$ cat src/rtl/data_cache_controller_if.sv
// ============================================================================
// Module      : data_cache_controller_if
// Description : CPU, storage-array and memory-bus signals of the data cache
//               controller, bundled with controller (slave) / environment
//               (master) views.
// Revision    : 1.0 - initial release
// ============================================================================
`default_nettype none

interface data_cache_controller_if #(
    parameter int INDEX_W = 3,
    parameter int ADDR_W  = 32
);
    logic                cpu_req_i;
    logic [3:0]          cpu_we_i;
    logic [ADDR_W-1:0]   cpu_addr_i;
    logic [31:0]         cpu_wdata_i;
    logic [31:0]         cpu_rdata_o;
    logic                cpu_stall_o;

    logic [INDEX_W-1:0]  cache_addr_o;
    logic [31:0]         cache_wdata_o;
    logic [3:0]          cache_we_o;
    logic [31:0]         cache_rdata_i;

    logic                mem_req_o;
    logic                mem_we_o;
    logic [ADDR_W-1:0]   mem_addr_o;
    logic [31:0]         mem_wdata_o;
    logic [3:0]          mem_wstrb_o;
    logic                mem_ack_i;
    logic [31:0]         mem_rdata_i;

    modport slave (
        input  cpu_req_i, cpu_we_i, cpu_addr_i, cpu_wdata_i,
        input  cache_rdata_i, mem_ack_i, mem_rdata_i,
        output cpu_rdata_o, cpu_stall_o,
        output cache_addr_o, cache_wdata_o, cache_we_o,
        output mem_req_o, mem_we_o, mem_addr_o, mem_wdata_o, mem_wstrb_o
    );

    modport master (
        output cpu_req_i, cpu_we_i, cpu_addr_i, cpu_wdata_i,
        output cache_rdata_i, mem_ack_i, mem_rdata_i,
        input  cpu_rdata_o, cpu_stall_o,
        input  cache_addr_o, cache_wdata_o, cache_we_o,
        input  mem_req_o, mem_we_o, mem_addr_o, mem_wdata_o, mem_wstrb_o
    );
endinterface

`default_nettype wire

$ cat src/rtl/data_cache_controller.sv
// ============================================================================
// Module      : data_cache_controller
// Description : Direct-mapped, one-word-line, write-through, no-write-allocate
//               data cache controller. Define DCACHE_STATS_EN to add
//               hit/miss counters.
// Revision    : 1.0 - initial release
// ============================================================================
`default_nettype none

module data_cache_controller #(
    parameter int INDEX_W = 3,
    parameter int ADDR_W  = 32
) (
    input  wire logic                 clk_i,
    input  wire logic                 rst_i,
    data_cache_controller_if.slave    bus
`ifdef DCACHE_STATS_EN
    ,
    output logic [31:0]               hit_count_o,
    output logic [31:0]               miss_count_o
`endif
);

    localparam int c_LINES = 1 << INDEX_W;
    localparam int c_TAG_W = ADDR_W - INDEX_W - 2;

    typedef enum logic [1:0] {
        ST_IDLE   = 2'd0,
        ST_REFILL = 2'd1,
        ST_WRITE  = 2'd2
    } state_t;

    state_t               r_state;
    state_t               w_next_state;
    logic [c_LINES-1:0]   r_valid;
    logic [c_TAG_W-1:0]   r_tag [c_LINES];

    logic [INDEX_W-1:0]   w_idx;
    logic [c_TAG_W-1:0]   w_tag;
    logic                 w_hit;
    logic                 w_fill;
    logic                 w_stall;
    logic [3:0]           w_cache_we;
    logic [31:0]          w_cache_wdata;
    logic                 w_mem_req;
    logic                 w_mem_we;
    logic [3:0]           w_mem_wstrb;
    logic                 w_unused_addr_bits;

    assign w_idx = bus.cpu_addr_i[INDEX_W+1:2];
    assign w_tag = bus.cpu_addr_i[ADDR_W-1:INDEX_W+2];
    assign w_hit = r_valid[w_idx] && (r_tag[w_idx] == w_tag);
    assign w_unused_addr_bits = ^bus.cpu_addr_i[1:0];

    always_ff @(posedge clk_i) begin
        if (rst_i) begin
            r_state <= ST_IDLE;
            r_valid <= '0;
        end else begin
            r_state <= w_next_state;
            if (w_fill) begin
                r_valid[w_idx] <= 1'b1;
            end
        end
    end

    // Tags are only meaningful behind a set valid bit, so they carry no reset.
    always_ff @(posedge clk_i) begin
        if (w_fill) begin
            r_tag[w_idx] <= w_tag;
        end
    end

    always_comb begin
        w_next_state  = r_state;
        w_stall       = 1'b0;
        w_cache_we    = 4'h0;
        w_cache_wdata = bus.cpu_wdata_i;
        w_mem_req     = 1'b0;
        w_mem_we      = 1'b0;
        w_mem_wstrb   = 4'h0;
        w_fill        = 1'b0;

        case (r_state)
            ST_IDLE: begin
                if (bus.cpu_req_i) begin
                    if (bus.cpu_we_i != 4'h0) begin
                        w_stall      = 1'b1;
                        w_next_state = ST_WRITE;
                    end else if (!w_hit) begin
                        w_stall      = 1'b1;
                        w_next_state = ST_REFILL;
                    end
                end
            end
            ST_REFILL: begin
                w_mem_req = 1'b1;
                w_stall   = 1'b1;
                if (bus.mem_ack_i) begin
                    w_cache_we    = 4'hF;
                    w_cache_wdata = bus.mem_rdata_i;
                    w_fill        = 1'b1;
                    w_next_state  = ST_IDLE;
                end
            end
            ST_WRITE: begin
                w_mem_req   = 1'b1;
                w_mem_we    = 1'b1;
                w_mem_wstrb = bus.cpu_we_i;
                w_stall     = 1'b1;
                if (bus.mem_ack_i) begin
                    w_stall      = 1'b0;
                    // No write allocate: a store miss only goes to memory.
                    if (w_hit) begin
                        w_cache_we = bus.cpu_we_i;
                    end
                    w_next_state = ST_IDLE;
                end
            end
            default: begin
                w_next_state = ST_IDLE;
            end
        endcase

        // Reset abandons any bus transaction, including an ack arriving now.
        if (rst_i) begin
            w_next_state = ST_IDLE;
            w_stall      = 1'b0;
            w_cache_we   = 4'h0;
            w_mem_req    = 1'b0;
            w_mem_we     = 1'b0;
            w_mem_wstrb  = 4'h0;
            w_fill       = 1'b0;
        end
    end

    assign bus.cpu_rdata_o   = bus.cache_rdata_i;
    assign bus.cpu_stall_o   = w_stall;
    assign bus.cache_addr_o  = w_idx;
    assign bus.cache_wdata_o = w_cache_wdata;
    assign bus.cache_we_o    = w_cache_we;
    assign bus.mem_req_o     = w_mem_req;
    assign bus.mem_we_o      = w_mem_we;
    assign bus.mem_addr_o    = {bus.cpu_addr_i[ADDR_W-1:2], 2'b00};
    assign bus.mem_wdata_o   = bus.cpu_wdata_i;
    assign bus.mem_wstrb_o   = w_mem_wstrb;

`ifdef DCACHE_STATS_EN
    logic        r_after_refill;
    logic [31:0] r_hit_count;
    logic [31:0] r_miss_count;
    logic        w_load_done;
    logic        w_store_done;

    assign w_load_done  = (r_state == ST_IDLE) && bus.cpu_req_i &&
                          (bus.cpu_we_i == 4'h0) && w_hit;
    assign w_store_done = (r_state == ST_WRITE) && bus.mem_ack_i;

    // The hit right after a refill is the tail of the same miss.
    always_ff @(posedge clk_i) begin
        if (rst_i) begin
            r_after_refill <= 1'b0;
            r_hit_count    <= 32'd0;
            r_miss_count   <= 32'd0;
        end else begin
            r_after_refill <= w_fill;
            if (w_load_done) begin
                if (r_after_refill) begin
                    r_miss_count <= r_miss_count + 32'd1;
                end else begin
                    r_hit_count  <= r_hit_count + 32'd1;
                end
            end else if (w_store_done) begin
                if (w_hit) begin
                    r_hit_count  <= r_hit_count + 32'd1;
                end else begin
                    r_miss_count <= r_miss_count + 32'd1;
                end
            end
        end
    end

    assign hit_count_o  = r_hit_count;
    assign miss_count_o = r_miss_count;
`endif

endmodule

`default_nettype wire

$ cat src/flat_wrapper.sv
// flat-port wrapper written by rule: the top's interface ports become plain ports
module data_cache_controller_flat 
#(
    parameter int INDEX_W = 3,
    parameter int ADDR_W  = 32
)
  (clk_i, rst_i, bus_cpu_req_i, bus_cpu_we_i, bus_cpu_addr_i, bus_cpu_wdata_i, bus_cache_rdata_i, bus_mem_ack_i, bus_mem_rdata_i, bus_cpu_rdata_o, bus_cpu_stall_o, bus_cache_addr_o, bus_cache_wdata_o, bus_cache_we_o, bus_mem_req_o, bus_mem_we_o, bus_mem_addr_o, bus_mem_wdata_o, bus_mem_wstrb_o);
  data_cache_controller_if #(.INDEX_W(INDEX_W), .ADDR_W(ADDR_W)) bus_i ();
  input  wire logic clk_i;
  input  wire logic rst_i;
  input wire logic [$bits(bus_i.cpu_req_i)-1:0] bus_cpu_req_i;
  input wire logic [$bits(bus_i.cpu_we_i)-1:0] bus_cpu_we_i;
  input wire logic [$bits(bus_i.cpu_addr_i)-1:0] bus_cpu_addr_i;
  input wire logic [$bits(bus_i.cpu_wdata_i)-1:0] bus_cpu_wdata_i;
  input wire logic [$bits(bus_i.cache_rdata_i)-1:0] bus_cache_rdata_i;
  input wire logic [$bits(bus_i.mem_ack_i)-1:0] bus_mem_ack_i;
  input wire logic [$bits(bus_i.mem_rdata_i)-1:0] bus_mem_rdata_i;
  output wire logic [$bits(bus_i.cpu_rdata_o)-1:0] bus_cpu_rdata_o;
  output wire logic [$bits(bus_i.cpu_stall_o)-1:0] bus_cpu_stall_o;
  output wire logic [$bits(bus_i.cache_addr_o)-1:0] bus_cache_addr_o;
  output wire logic [$bits(bus_i.cache_wdata_o)-1:0] bus_cache_wdata_o;
  output wire logic [$bits(bus_i.cache_we_o)-1:0] bus_cache_we_o;
  output wire logic [$bits(bus_i.mem_req_o)-1:0] bus_mem_req_o;
  output wire logic [$bits(bus_i.mem_we_o)-1:0] bus_mem_we_o;
  output wire logic [$bits(bus_i.mem_addr_o)-1:0] bus_mem_addr_o;
  output wire logic [$bits(bus_i.mem_wdata_o)-1:0] bus_mem_wdata_o;
  output wire logic [$bits(bus_i.mem_wstrb_o)-1:0] bus_mem_wstrb_o;
  assign bus_i.cpu_req_i = bus_cpu_req_i;
  assign bus_i.cpu_we_i = bus_cpu_we_i;
  assign bus_i.cpu_addr_i = bus_cpu_addr_i;
  assign bus_i.cpu_wdata_i = bus_cpu_wdata_i;
  assign bus_i.cache_rdata_i = bus_cache_rdata_i;
  assign bus_i.mem_ack_i = bus_mem_ack_i;
  assign bus_i.mem_rdata_i = bus_mem_rdata_i;
  assign bus_cpu_rdata_o = bus_i.cpu_rdata_o;
  assign bus_cpu_stall_o = bus_i.cpu_stall_o;
  assign bus_cache_addr_o = bus_i.cache_addr_o;
  assign bus_cache_wdata_o = bus_i.cache_wdata_o;
  assign bus_cache_we_o = bus_i.cache_we_o;
  assign bus_mem_req_o = bus_i.mem_req_o;
  assign bus_mem_we_o = bus_i.mem_we_o;
  assign bus_mem_addr_o = bus_i.mem_addr_o;
  assign bus_mem_wdata_o = bus_i.mem_wdata_o;
  assign bus_mem_wstrb_o = bus_i.mem_wstrb_o;
  data_cache_controller #(.INDEX_W(INDEX_W), .ADDR_W(ADDR_W)) u_core (.clk_i(clk_i), .rst_i(rst_i), .bus(bus_i));
endmodule
$ cat config.mk
export PLATFORM = sky130hd
export DESIGN_NAME = data_cache_controller_flat
export DESIGN_NICKNAME = d
export VERILOG_FILES = /design/src/rtl/data_cache_controller_if.sv /design/src/rtl/data_cache_controller.sv /design/src/flat_wrapper.sv
export SDC_FILE = /design/constraint.sdc
export NUM_CORES = 1
export LEC_CHECK = 0
export BUFFER_PORTS_ARGS = -buffer_cell sky130_fd_sc_hd__buf_2
export CORE_UTILIZATION = 57
export DETAILED_ROUTE_END_ITERATION = 10
export GPL_ROUTABILITY_DRIVEN = 0
export PLACE_DENSITY_LB_ADDON = 0.15
export SLEW_MARGIN = 20
export SYNTH_ARGS = -nofsm -noshare
export SYNTH_HDL_FRONTEND = slang
export SYNTH_SLANG_ARGS = --single-unit
$ cat constraint.sdc
create_clock -name clk_i -period 7.8 [get_ports clk_i]
set_input_delay 1.17 -clock clk_i [delete_from_list [all_inputs] [get_ports clk_i]]
set_output_delay 1.17 -clock clk_i [all_outputs]
set_load 0.02 [all_outputs]
# Yosys cells after proc, flatten, opt, wreduce, memory -nomap -nowiden
# Memories as Yosys holds them, arrays and structs flattened.
# Index checks and enable logic that the tools add are counted.
[classes]
add_sub_neg = 0
mul = 0
div = 0
shifts = 0
eq_ne = 6
n_reduce_logical = 6
order_cmp = 2
bitwise = 1
muxes = 33
[ops]
columns = ["cell", "n"]
rows = [
  ["32-bit 2-to-1 mux", 2],
  ["27-bit == test", 1],
  ["4-bit 2-to-1 mux", 6],
  ["1-bit 2-to-1 mux", 16],
  ["2-bit 2-to-1 mux", 4],
  ["8-bit OR", 1],
  ["4-bit case mux with 2 select lines", 1],
  ["3-bit by 4-bit < comparator with 1-bit output (second input constant)", 1],
  ["2-bit case mux with 2 select lines", 1],
  ["4-bit nonzero test", 1],
  ["1-bit binary-select mux with 3-bit select", 1],
  ["1-bit demux with 3-bit select", 1],
  ["3-bit by 1-bit greater-or-equal comparator with 1-bit output (second input constant)", 1],
  ["3-bit inequality test (second input constant)", 1],
  ["1-bit case mux with 3 select lines", 1],
  ["3-bit AND reduction", 1],
  ["2-bit by 1-bit == test with 1-bit output (second input constant)", 1],
  ["2-bit == test (second input constant)", 1],
  ["1-bit logical AND", 2],
  ["2-bit zero test", 1],
  ["2-bit by 1-bit inequality test with 1-bit output (second input constant)", 1],
  ["2-bit inequality test (second input constant)", 1],
  ["2-bit OR reduction", 1],
]
[totals]
register_bits = 10
out_inout_bits = 142
mem_bits_rw = 216
memories = 1
input_bits = 136
latch_bits = 0
mem_bits_ro = 0
[mem_list]
columns = ["memory", "words", "word_bits", "read_ports", "rd_ports_with_merged_regs", "write_ports", "line_no", "text"]
rows = [
  ["u_core.r_tag", 8, 27, 1, 0, 1, "data_cache_controller.sv:36", "logic [c_TAG_W-1:0] r_tag [c_LINES];"],
]

# Depth between registers and ports, before layout
# Gate-level depths: netlist of run 1.
[depth]
ltp_word = 8
depth_mapped = 11
depth_no_buf = 8

# Least setup slack after synthesis of run 1
# OpenSTA, ideal clock, no wires.
[synth_timing]
path_kind = "input to output"
from = "input bus_cpu_addr_i[3]"
to = "output bus_cache_we_o[0]"
slack_ns = 3.412
n_path_buf = 2
arrival_time_ns = 3.218
path_stages = 8
path_cell_list = "buf_1 -> buf_1 -> mux4_2 -> mux2i_1 -> xnor2_1 -> nor4_2 -> nand4_1 -> o21ai_1"
[synth_between]
elab_chain_cells = 7
[synth_rtl]
columns = ["item", "line_no", "text"]
rows = [
  ["start: declaration", "flat_wrapper.sv:13", "input wire logic [$bits(bus_i.cpu_addr_i)-1:0] bus_cpu_addr_i;"],
  ["memory 8 x 27 bit or 1-bit binary-select mux with 3-bit select (tied branches)", "--", ""],
  ["27-bit == test or 1-bit 2-to-1 mux (tied branches)", "data_cache_controller.sv:52", "assign w_hit = r_valid[w_idx] && (r_tag[w_idx] == w_tag);"],
  ["1-bit logical AND (*)", "data_cache_controller.sv:52", ""],
  ["4-bit 2-to-1 mux (*)", "data_cache_controller.sv:114", "if (w_hit) begin"],
  ["4-bit 2-to-1 mux (*)", "data_cache_controller.sv:111", "if (bus.mem_ack_i) begin"],
  ["4-bit case mux with 2 select lines (*)", "data_cache_controller.sv:84", "case (r_state)"],
  ["4-bit 2-to-1 mux (*)", "data_cache_controller.sv:126", "if (rst_i) begin"],
  ["end: declaration", "flat_wrapper.sv:22", "output wire logic [$bits(bus_i.cache_we_o)-1:0] bus_cache_we_o;"],
]
# Every way passes the cells marked *; elsewhere a longest branch is shown, timed or not. The select of a mux whose other input is x is not followed.

# Worst setup path after layout of run 1
[layout_timing]
from = "input bus_cpu_addr_i[4]"
to = "output bus_cache_we_o[2]"
# The elaborated chain is that of the path after synthesis.

==> flow_metrics.tcl, run 1 <==
set metrics [dict create \
    status "finished clean" \
    syn-instance-count 613 \
    internal_power_mw 2.049 \
    synthArstFlopShare_pct 0 \
    cp_max_fo 36 \
    final_common_cell "edfxtp_1" \
    clock-sinks 226 \
    crit_type "in -> out" \
    synthFlopType "edfxtp_1" \
    htreeDepth 1 \
    dpl_worst_slack_ns 2.168 \
    syn2layout_area_growth_pct 12.74 \
    dp_hpwl_mm 16.50 \
    via_count 5797 \
    antenna_found_initial 0 \
    globalRouteOverflowTotal 0 \
    start_kind "primary input" \
    cp-startpoint "bus_cpu_addr_i[4]" \
    max_cap_viol_count 0 \
    ioPinCount 278 \
    clk_latency_ns 0.52 \
    drv_slew 0 \
    p_comb_share_pct 8.7 \
    dieArea_mm2 0.01855 \
    via_per_inst 5.891 \
    synth_simple_gate_area_share_pct 3.170 \
    cts_hold_buf 0 \
    fin_crit_ns 5.750 \
    ys_seq_elements 226 \
    tritoncts "built" \
    worst_slack_ns 2.050 \
    rsz0062_at_grt "false" \
    layout.nets 881 \
    grt_pass1_wl_mm 35.48 \
    initial_core_util_pct 58.92 \
    synth.avg_cell_area_um2 16.74 \
    tns_ns 0 \
    die_w_um 136.2 \
    final_hold_viol_count 0 \
    synth_top_family_by_area "multiplexers" \
    seqPwrFrac_pct 50.3 \
    yosys.area_share.xor_xnor_pct 1.792 \
    reg2reg_from "u_core.r_state[1]$_SDFFE_PP0P_" \
    core_area_mm2 0.01742 \
    p_switching_mw 0.5915 \
    max_freq_ghz 0.1739 \
    yosys.area_share.adder_pct 0.4877 \
    power_frac_clock_pct 41.0 \
    cp-end-kind "output pin" \
    holdCritPathClass "reg -> reg" \
    r2r_setup_slack_ns 4.51 \
    drtIter0Drc 454 \
    r2r-end "u_core.r_tag[0][6]$_DFFE_PP_" \
    synth_edf_count 216 \
    drt_wl_total_mm 24.30 \
    ant_nets 0 \
    setup_viol_count_final 0 \
    clkTransAtPathRegs_ns 0.06 \
    placementRows 48 \
    leakagePower_nw 4.363 \
    setup.worst_path.end "bus_cache_we_o[2]" \
    reg2reg_depth 8 \
    diodes 0 \
    firstDrtPassIters 5 \
    cp.arrival_ns 4.58 \
    period_share_pct 73.71 \
    swShare_pct 22.40 \
    power_density_mw_per_mm2 228.3 \
    cts_setup_buffers 0 \
    synth_mux_area_share_pct 16.95 \
    seq_area_frac_synth_pct 65.15 \
    port_buffers 209 \
    synth_compound_area_share_pct 3.389 \
    grt_max_degree 50 \
    synth_warnings 0 \
    fillCellCount 1220 \
    register_area_mm2 0.006686 \
    final_cell_mix "edfxtp_1, buf_2, mux2i_1" \
    grt_pass1_vias 5996 \
    worstMarginPinSlew_ns 0.9876 \
    synth.cell_area_mm2 0.01026 \
    timing.max_slew.rel_slack_pct 34.09 \
    drive_gt1_share_pct 45.19 \
    dieHeight_um 136.2 \
    required_ns 6.63 \
    fin_worst_skew_ns 0.01318 \
    post_cts_resized 0 \
    wl_per_cell_um 24.70 \
    clockBufferDepth 3 \
    drcViolationCount 0 \
    cts_root_buf "clkbuf_16" \
    ir_worst_vdd_mv 0.1906 \
    synthDistinctLibCells 54 \
    multi_input_area_mm2 0.002674 \
    grt_usage_pct 26.50 \
    cts_made_buffers 24 \
]
## metal layers
| layer | part of all wire, % | GRT usage [%] |
|---|---|---|
| met1 | 38 | 33.81 |
| met2 | 49 | 43.15 |
| met3 | 8.3 | 5.705 |
| met4 | 4.1 | 13.02 |
| met5 | 0 | 0 |
## worst min-delay path by stage
stage	startpoint	endpoint	slack, ns	cells past startpoint
3_3_place_gp	u_core.r_valid[3]$_SDFFE_PP0P_	u_core.r_valid[3]$_SDFFE_PP0P_	0.43	1
2_1_floorplan	u_core.r_valid[2]$_SDFFE_PP0P_	u_core.r_valid[2]$_SDFFE_PP0P_	0.43	1
4_1_cts	u_core.r_valid[7]$_SDFFE_PP0P_	u_core.r_valid[7]$_SDFFE_PP0P_	0.45	1
5_1_grt	u_core.r_valid[6]$_SDFFE_PP0P_	u_core.r_valid[6]$_SDFFE_PP0P_	0.48	1
6_report	u_core.r_valid[7]$_SDFFE_PP0P_	u_core.r_valid[7]$_SDFFE_PP0P_	0.46	1
3_5_place_dp	u_core.r_valid[7]$_SDFFE_PP0P_	u_core.r_valid[7]$_SDFFE_PP0P_	0.44	1
## cell type report
class | count | area share [%]
multi-input cells | 257 | 23.11
flip-flops and latches | 226 | 57.79
clock buffers | 28 | 5.321
clock inverters | 16 | 1.179
repair buffers | 220 | 9.776
inverters | 12 | 0.3893
well taps | 225 | 2.433
## cell usage after synthesis, types with 2 or more instances
cell | count | share of area, %
edfxtp_1 | 216 | 63
or3_1 | 3 | 0.18
nand4_1 | 3 | 0.18
nor2b_1 | 7 | 0.43
mux2_2 | 40 | 4.4
nor3_1 | 2 | 0.098
a21o_1 | 8 | 0.59
inv_1 | 9 | 0.33
dfxtp_1 | 10 | 2.0
a22oi_1 | 8 | 0.59
ha_1 | 4 | 0.49
xnor2_1 | 10 | 0.85
nand2b_1 | 2 | 0.12
and3_1 | 2 | 0.12
a221oi_1 | 2 | 0.17
buf_2 | 4 | 0.20
buf_6 | 3 | 0.33
o21ai_1 | 4 | 0.20
o21ai_0 | 7 | 0.34
and4_1 | 2 | 0.17
nand2_1 | 10 | 0.37
a21oi_1 | 5 | 0.24
mux4_2 | 39 | 8.6
nor2_1 | 12 | 0.44
xor2_1 | 11 | 0.94
nand3_1 | 3 | 0.15
inv_2 | 2 | 0.073
o22ai_1 | 6 | 0.37
mux2i_1 | 41 | 4.0
buf_4 | 101 | 7.4
nor4_1 | 3 | 0.18
buf_1 | 6 | 0.22
and2_1 | 5 | 0.30
clkbuf_1 | 3 | 0.11
## power by group through the flow
stage                     Sequential (mW)  Combinational, mW  Clock (mW)
after detailed placement             1.35              0.229           0
final                                1.33              0.230        1.08
after floorplan                      1.36              0.181           0
after CTS                            1.33              0.231        1.10
after global placement               1.35              0.225           0
after global routing                 1.33              0.246        1.14
## stage by stage
stage	hold WS, ns	cell area [um2]	utilization, %	power, mW	instances
floorplan	0.4258	10270	-	1.537	614
global placement	0.4317	10820	62.11	1.580	940
detailed placement	0.4411	10820	62.11	1.584	940
CTS	0.4548	11570	66.43	2.661	984
global route	0.4778	11570	66.43	2.717	984
finish	0.4556	11570	66.43	2.641	984
## cells by family (layout without fill, tap and decap cells)
logic type | after synthesis | count (layout)
compound gates | 51 | 51
other cells | 1 | 2
fa+ha+maj | 4 | 4
simple gates | 59 | 59
xor+xnor | 21 | 21
flops | 226 | 226
buf+inv | 131 | 276
mux | 120 | 120
## critical path: stages
cell and delay [ns]:
buf_2 0.66, nor2b_1 0.61, a22oi_1 0.24, a31o_2 0.29
a2111oi_0 0.61, and4_1 0.33, nand4_1 0.24, o21ai_1 0.21
buf_2 0.18
## flip-flops by register name (all words and copies together), names as in the netlist
signal	cells
u_core.r_valid	8
u_core.r_state	2
u_core.r_tag	216
Note: power is estimated with default switching activity, not from simulation.
==> inputs of run 2 (changes only) <==
--- a/config.mk
+++ b/config.mk
@@ -5,8 +5,9 @@
 export SDC_FILE = /design/constraint.sdc
 export NUM_CORES = 1
 export LEC_CHECK = 0
+export ABC_AREA = 1
 export BUFFER_PORTS_ARGS = -buffer_cell sky130_fd_sc_hd__buf_2
-export CORE_UTILIZATION = 57
+export CORE_UTILIZATION = 49
 export DETAILED_ROUTE_END_ITERATION = 10
 export GPL_ROUTABILITY_DRIVEN = 0
 export PLACE_DENSITY_LB_ADDON = 0.15
==> constraint.sdc (replaced) <==
create_clock -name clk_i -period 5.06 [get_ports clk_i]
set_input_delay 0.759 -clock clk_i [delete_from_list [all_inputs] [get_ports clk_i]]
set_output_delay 0.759 -clock clk_i [all_outputs]
set_load 0.02 [all_outputs]
==> flow_metrics.tcl, run 2 <==
set metrics [dict create \
    status "finished clean" \
    synth_top_area_share_pct 56.69 \
    yosysTopAreaCell "edfxtp_1" \
    cp.depth 14 \
    via_per_inst 5.000 \
    dieHeight_um 154.8 \
    holdCritPathClass "reg -> reg" \
    start_kind "primary input" \
    syn2layout_area_growth_pct 11.92 \
    cp-startpoint "bus_cpu_addr_i[2]" \
    tritoncts "built" \
    grt_pass1_vias 7562 \
    fin_util_pct 56.22 \
    whs_ns 0.4645 \
    reg2reg_from "u_core.r_state[1]$_SDFFE_PP0P_" \
    largest_register "u_core.r_tag" \
    crit_path_max_incr_delay_ns 0.41 \
    fin_worst_skew_ns 0.007151 \
    cts_setup_buffers 0 \
    power_density_mw_per_mm2 318.0 \
    drv_slew 0 \
    stdcell_area_mm2 0.01281 \
    placementRows 55 \
    clkTransAtPathRegs_ns 0.06 \
    grt_pass1_wl_mm 43.66 \
    max_freq_ghz 0.2383 \
    timing.max_slew.rel_slack_pct 26.65 \
    rsz0062_at_grt "false" \
    globalRouteOverflowTotal 0 \
    tns_ns 0 \
    reg2reg_depth 8 \
    die_w_um 154.8 \
    drive_gt1_share_pct 21.21 \
    synth_edf_count 216 \
    clockBufferDepth 3 \
    drcViolationCount 0 \
    antenna_found_initial 2 \
    worstMarginPinSlew_ns 1.098 \
    r2r_setup_slack_ns 2.05 \
    cts_hold_buf 0 \
    path_delay_family "simple AND/OR/NAND/NOR gates" \
    cts_made_buffers 24 \
    synthDistinctLibCells 33 \
    grt_usage_pct 24.48 \
    initial_core_util_pct 50.23 \
    clock-sinks 226 \
    layout.nets 1496 \
    core_area_mm2 0.02278 \
    whs_path_depth 2 \
    period_share_pct 82.95 \
    cp_slowest_cell "nor2_1" \
    cp-end-kind "output pin" \
    drt_wl_total_mm 29.36 \
    ir_worst_vdd_mv 0.2663 \
    yosysMostFrequentCell "nand2_1" \
    max_cap_viol_count 0 \
    ioPinCount 278 \
    post_cts_resized 0 \
    crit_chain "buf_4, inv_2, buf_4, nand2_1, nand3_1, nand2_1, o21bai_1, o21ai_0, nor3b_1, nand3_1, nor2_1, nand4_1, a21oi_1, buf_2" \
    hp-start "u_core.r_valid[1]$_SDFFE_PP0P_" \
    cp_max_fo 38 \
    final_cell_mix "nand2_1, edfxtp_1, buf_2" \
    required_ns 4.30 \
    drtIter0Drc 786 \
    hold-path-endpoint "u_core.r_valid[1]$_SDFFE_PP0P_" \
    grt_max_degree 95 \
    power_mw 4.072 \
    dieArea_mm2 0.02397 \
    path_buf_inv 4 \
    biggestRegsByFlops "u_core.r_tag x216, u_core.r_valid x8, u_core.r_state x2" \
    synthFlopType "edfxtp_1" \
    synth_warnings 0 \
    firstDrtPassIters 5 \
    setup_viol_count_final 0 \
    dp_hpwl_mm 18.85 \
    crit_type "in -> out" \
    final_hold_viol_count 0 \
    synth.area.top_cells "edfxtp_1, nand2_1, buf_4" \
    leakagePower_nw 5.839 \
    ant_nets 0 \
    cp.arrival_ns 3.44 \
    port_buffers 209 \
    final_common_cell "nand2_1" \
    largest_register_ffs 216 \
    synth.cell_area_mm2 0.01144 \
    fillCellCount 2024 \
    synthArstFlopShare_pct 0 \
    synth.avg_cell_area_um2 9.161 \
    syn-instance-count 1249 \
    seq_area_frac_synth_pct 58.44 \
    htreeDepth 1 \
    synthTopCellsByCount "nand2_1, edfxtp_1, inv_1, buf_4, nor2_1" \
    fin_crit_ns 4.197 \
    via_count 8435 \
    ys_seq_elements 226 \
    wl_per_cell_um 17.40 \
    r2r-end "u_core.r_tag[3][2]$_DFFE_PP_" \
    placed_area_mm2 0.01208 \
    clk_latency_ns 0.51 \
    cts_root_buf "clkbuf_16" \
]
-- run 2: kinds of logic after synthesis --
| logic type | synth area share [%] |
|---|---|
| AOI/OAI and AO/OA | 3.652 |
| and+or+nand+nor | 23.67 |
| adders and majority gates | 0.4374 |
| DFF | 58.44 |
| other | 0.03277 |
| buffers and inverters | 13.77 |
-- run 2: worst max-delay path by stage --
stage,endpoint
finish,bus_cache_we_o[3]
global route,bus_cache_we_o[3]
floorplan,bus_cache_we_o[0]
global placement,bus_cache_we_o[3]
CTS,bus_cache_we_o[3]
detailed placement,bus_cache_we_o[3]
-- run 2: power breakdown --
part           internal [mW]  switching, mW
Clock                  0.898          0.677
Sequential              2.05        0.00166
Combinational          0.140          0.307
Total                   3.09          0.986
-- run 2: area by class of cell --
| type | instances | area (um2) | area share (%) |
|---|---|---|---|
| antenna | 2 | 5.005 | 0.03908 |
| tap | 313 | 391.6 | 3.058 |
| timing repair buffer | 222 | 1191 | 9.301 |
| clock buffer | 34 | 659.4 | 5.149 |
| multi-input combinational | 723 | 3244 | 25.33 |
| clock inverter | 8 | 31.28 | 0.2443 |
| sequential | 226 | 6686 | 52.21 |
| inverter | 159 | 596.8 | 4.660 |
-- run 2: worst register-to-register path, cell delays in order (launching register included) --
cell	delay [ns]
dfxtp_1	0.34
inv_1	0.08
ha_1	0.16
nand2_1	0.05
buf_4	0.26
inv_1	0.12
nand2_1	0.52
nor2_4	0.84
buf_4	0.34
-- run 2: metal layers --
| metal | routed length [um] | GRT usage (%) | vias to the layer above |
|---|---|---|---|
| met5 | 0 | 0 | - |
| met4 | 907 | 8.581 | 0 |
| met3 | 2264 | 3.979 | 60 |
| met2 | 13630 | 40.01 | 338 |
| met1 | 12560 | 33.17 | 3916 |
| li1 | - | - | 4121 |
-- run 2: through the flow --
step,std cells,setup slack (ns)
after floorplan,1250,1.730
after global placement,1642,0.9356
after detailed placement,1642,0.9362
after CTS,1684,0.8964
after global routing,1687,0.5968
final,1687,0.8629
==> inputs of run 3 (changes only) <==
==> constraint.sdc (replaced) <==
create_clock -name clk_i -period 3.6 [get_ports clk_i]
set_input_delay 0.54 -clock clk_i [delete_from_list [all_inputs] [get_ports clk_i]]
set_output_delay 0.54 -clock clk_i [all_outputs]
set_load 0.02 [all_outputs]
==> flow_metrics.tcl, run 3 (synthesized netlist as in run 2, its figures left out) <==
set metrics [dict create \
    cp.arrival_ns 2.94 \
    largest_register "u_core.r_tag" \
    via_count 8498 \
    final_cell_mix "nand2_1, edfxtp_1, buf_2" \
    crit_type "in -> out" \
    register_area_mm2 0.006686 \
    syn2layout_area_growth_pct 14.43 \
    wl_per_cell_um 17.01 \
    drtIter0Drc 626 \
    dieArea_mm2 0.02397 \
    initial_core_util_pct 50.23 \
    biggestRegsByFlops "u_core.r_tag x216, u_core.r_valid x8, u_core.r_state x2" \
    holdCritPathClass "in -> reg" \
    fillCellCount 1978 \
    grt_pass1_vias 7791 \
    via_per_inst 4.972 \
    power_density_mw_per_mm2 443.3 \
    dp_hpwl_mm 20.05 \
    core_area_mm2 0.02278 \
    power_frac_clock_pct 39.2 \
    required_ns 3.06 \
    internal_power_mw 4.420 \
    seqPwrFrac_pct 49.7 \
    grt_usage_pct 24.33 \
    placed_cells 1666 \
    cts_hold_buf 0 \
    worstMarginPinSlew_ns 0.8983 \
    max_freq_ghz 0.2876 \
    drv_slew 0 \
    p_comb_share_pct 11.1 \
    fin_worst_skew_ns 0.01111 \
    setup.worst_path.end "bus_cpu_stall_o" \
    rsz0062_at_grt "false" \
    layout.nets 1520 \
    grt_pass1_wl_mm 43.86 \
    die_w_um 154.8 \
    largest_register_ffs 216 \
    drive_gt1_share_pct 22.92 \
    tritoncts "built" \
    grt_max_degree 59 \
    dpl_worst_slack_ns 0.1133 \
    cts_made_buffers 24 \
    drcViolationCount 0 \
    diodes 0 \
    cp_max_fo 14 \
    cp-startpoint "bus_cpu_addr_i[4]" \
    globalRouteOverflowTotal 0 \
    multi_input_area_mm2 0.003262 \
    drt_wl_total_mm 29.07 \
    ant_nets 0 \
    clock-sinks 226 \
    final_common_cell "nand2_1" \
    ir_worst_vdd_mv 0.3737 \
    timing.max_slew.rel_slack_pct 39.97 \
    ioPinCount 278 \
    fin_cells 1709 \
    tns_ns 0 \
    clkTransAtPathRegs_ns 0.06 \
    post_cts_resized 0 \
    whs_ns 0.3121 \
    firstDrtPassIters 5 \
    r2r_setup_slack_ns 1.07 \
    max_cap_viol_count 0 \
    cts_setup_buffers 0 \
    setup_viol_count_final 0 \
    final_hold_viol_count 0 \
    p_switching_mw 1.384 \
    htreeDepth 1 \
    r2r-end "u_core.r_tag[2][10]$_DFFE_PP_" \
    reg2reg_depth 7 \
    cts_root_buf "clkbuf_16" \
    swShare_pct 23.85 \
    placementRows 55 \
    clk_latency_ns 0.51 \
    leakagePower_nw 5.992 \
    worst_slack_ns 0.1226 \
    dieHeight_um 154.8 \
    port_buffers 209 \
    clockBufferDepth 3 \
    antenna_found_initial 0 \
    status "finished clean" \
    fin_crit_ns 3.477 \
    period_share_pct 96.59 \
    reg2reg_from "u_core.r_state[1]$_SDFFE_PP0P_" \
    start_kind "primary input" \
    cp-end-kind "output pin" \
]
run 3: cell count changes in the layout (fill, tap and decap cells not counted), sizes merged:
cell	before	now
diode	2	0
clkbuf	34	31
bufinv	0	1
nor2	107	108
buf	222	244
clkinv	8	11
run 3: power by group through the flow:
stage               Clock, mW  Sequential [mW]  Combinational (mW)
floorplan                   0             2.94               0.468
global placement            0             2.94               0.634
detailed placement          0             2.94               0.640
CTS                      2.32             2.88               0.644
global route             2.42             2.88               0.709
finish                   2.28             2.88               0.646
run 3: per-layer routing:
layer  vias up  wire length [um]  track usage [%]
li1       4180                 -                -
met1      3938             12640            33.38
met2       319             13570            39.50
met3        61              1982            3.614
met4         0               873            8.628
met5         -                 0                0
run 3: layout make-up:
class	instances	area share, %
timing repair buffer	245	10.95
clock buffer	30	4.921
multi-input combinational	724	24.91
inverter	159	4.558
tap	313	2.991
clock inverter	12	0.6020
sequential	226	51.07
run 3: how the worst min path moves through the flow:
| stage | slack (ns) | from | endpoint | cells past startpoint |
|---|---|---|---|---|
| floorplan | 0.43 | u_core.r_valid[0]$_SDFFE_PP0P_ | u_core.r_valid[0]$_SDFFE_PP0P_ | 2 |
| global placement | 0.44 | u_core.r_valid[3]$_SDFFE_PP0P_ | u_core.r_valid[3]$_SDFFE_PP0P_ | 2 |
| detailed placement | 0.45 | u_core.r_valid[4]$_SDFFE_PP0P_ | u_core.r_valid[4]$_SDFFE_PP0P_ | 2 |
| CTS | 0.29 | rst_i | u_core.r_state[1]$_SDFFE_PP0P_ | 2 |
| global route | 0.30 | rst_i | u_core.r_state[0]$_SDFFE_PP0P_ | 2 |
| finish | 0.31 | rst_i | u_core.r_state[0]$_SDFFE_PP0P_ | 2 |
run 3: metrics by stage:
step | cell area [um2] | utilization [%] | power [mW]
final | 13090 | 57.48 | 5.805
after floorplan | 11450 | - | 3.406
after detailed placement | 12350 | 54.22 | 3.578
after CTS | 13070 | 57.40 | 5.842
after global routing | 13090 | 57.48 | 6.006
after global placement | 12350 | 54.22 | 3.571
run 3: worst max-delay path: stages:
cell and delay, ns:
buf_2 0.22, inv_2 0.15, nor2_4 0.49, nand3_1 0.13, nand2_1 0.11, nor2_1 0.05
nand2_1 0.12, nand2_1 0.08, nor2_1 0.17, nand2_1 0.07, nor2_1 0.09, nand2_1 0.08
nor2_2 0.19, nand3_1 0.11, nand3_1 0.09, a21oi_1 0.07, buf_2 0.17
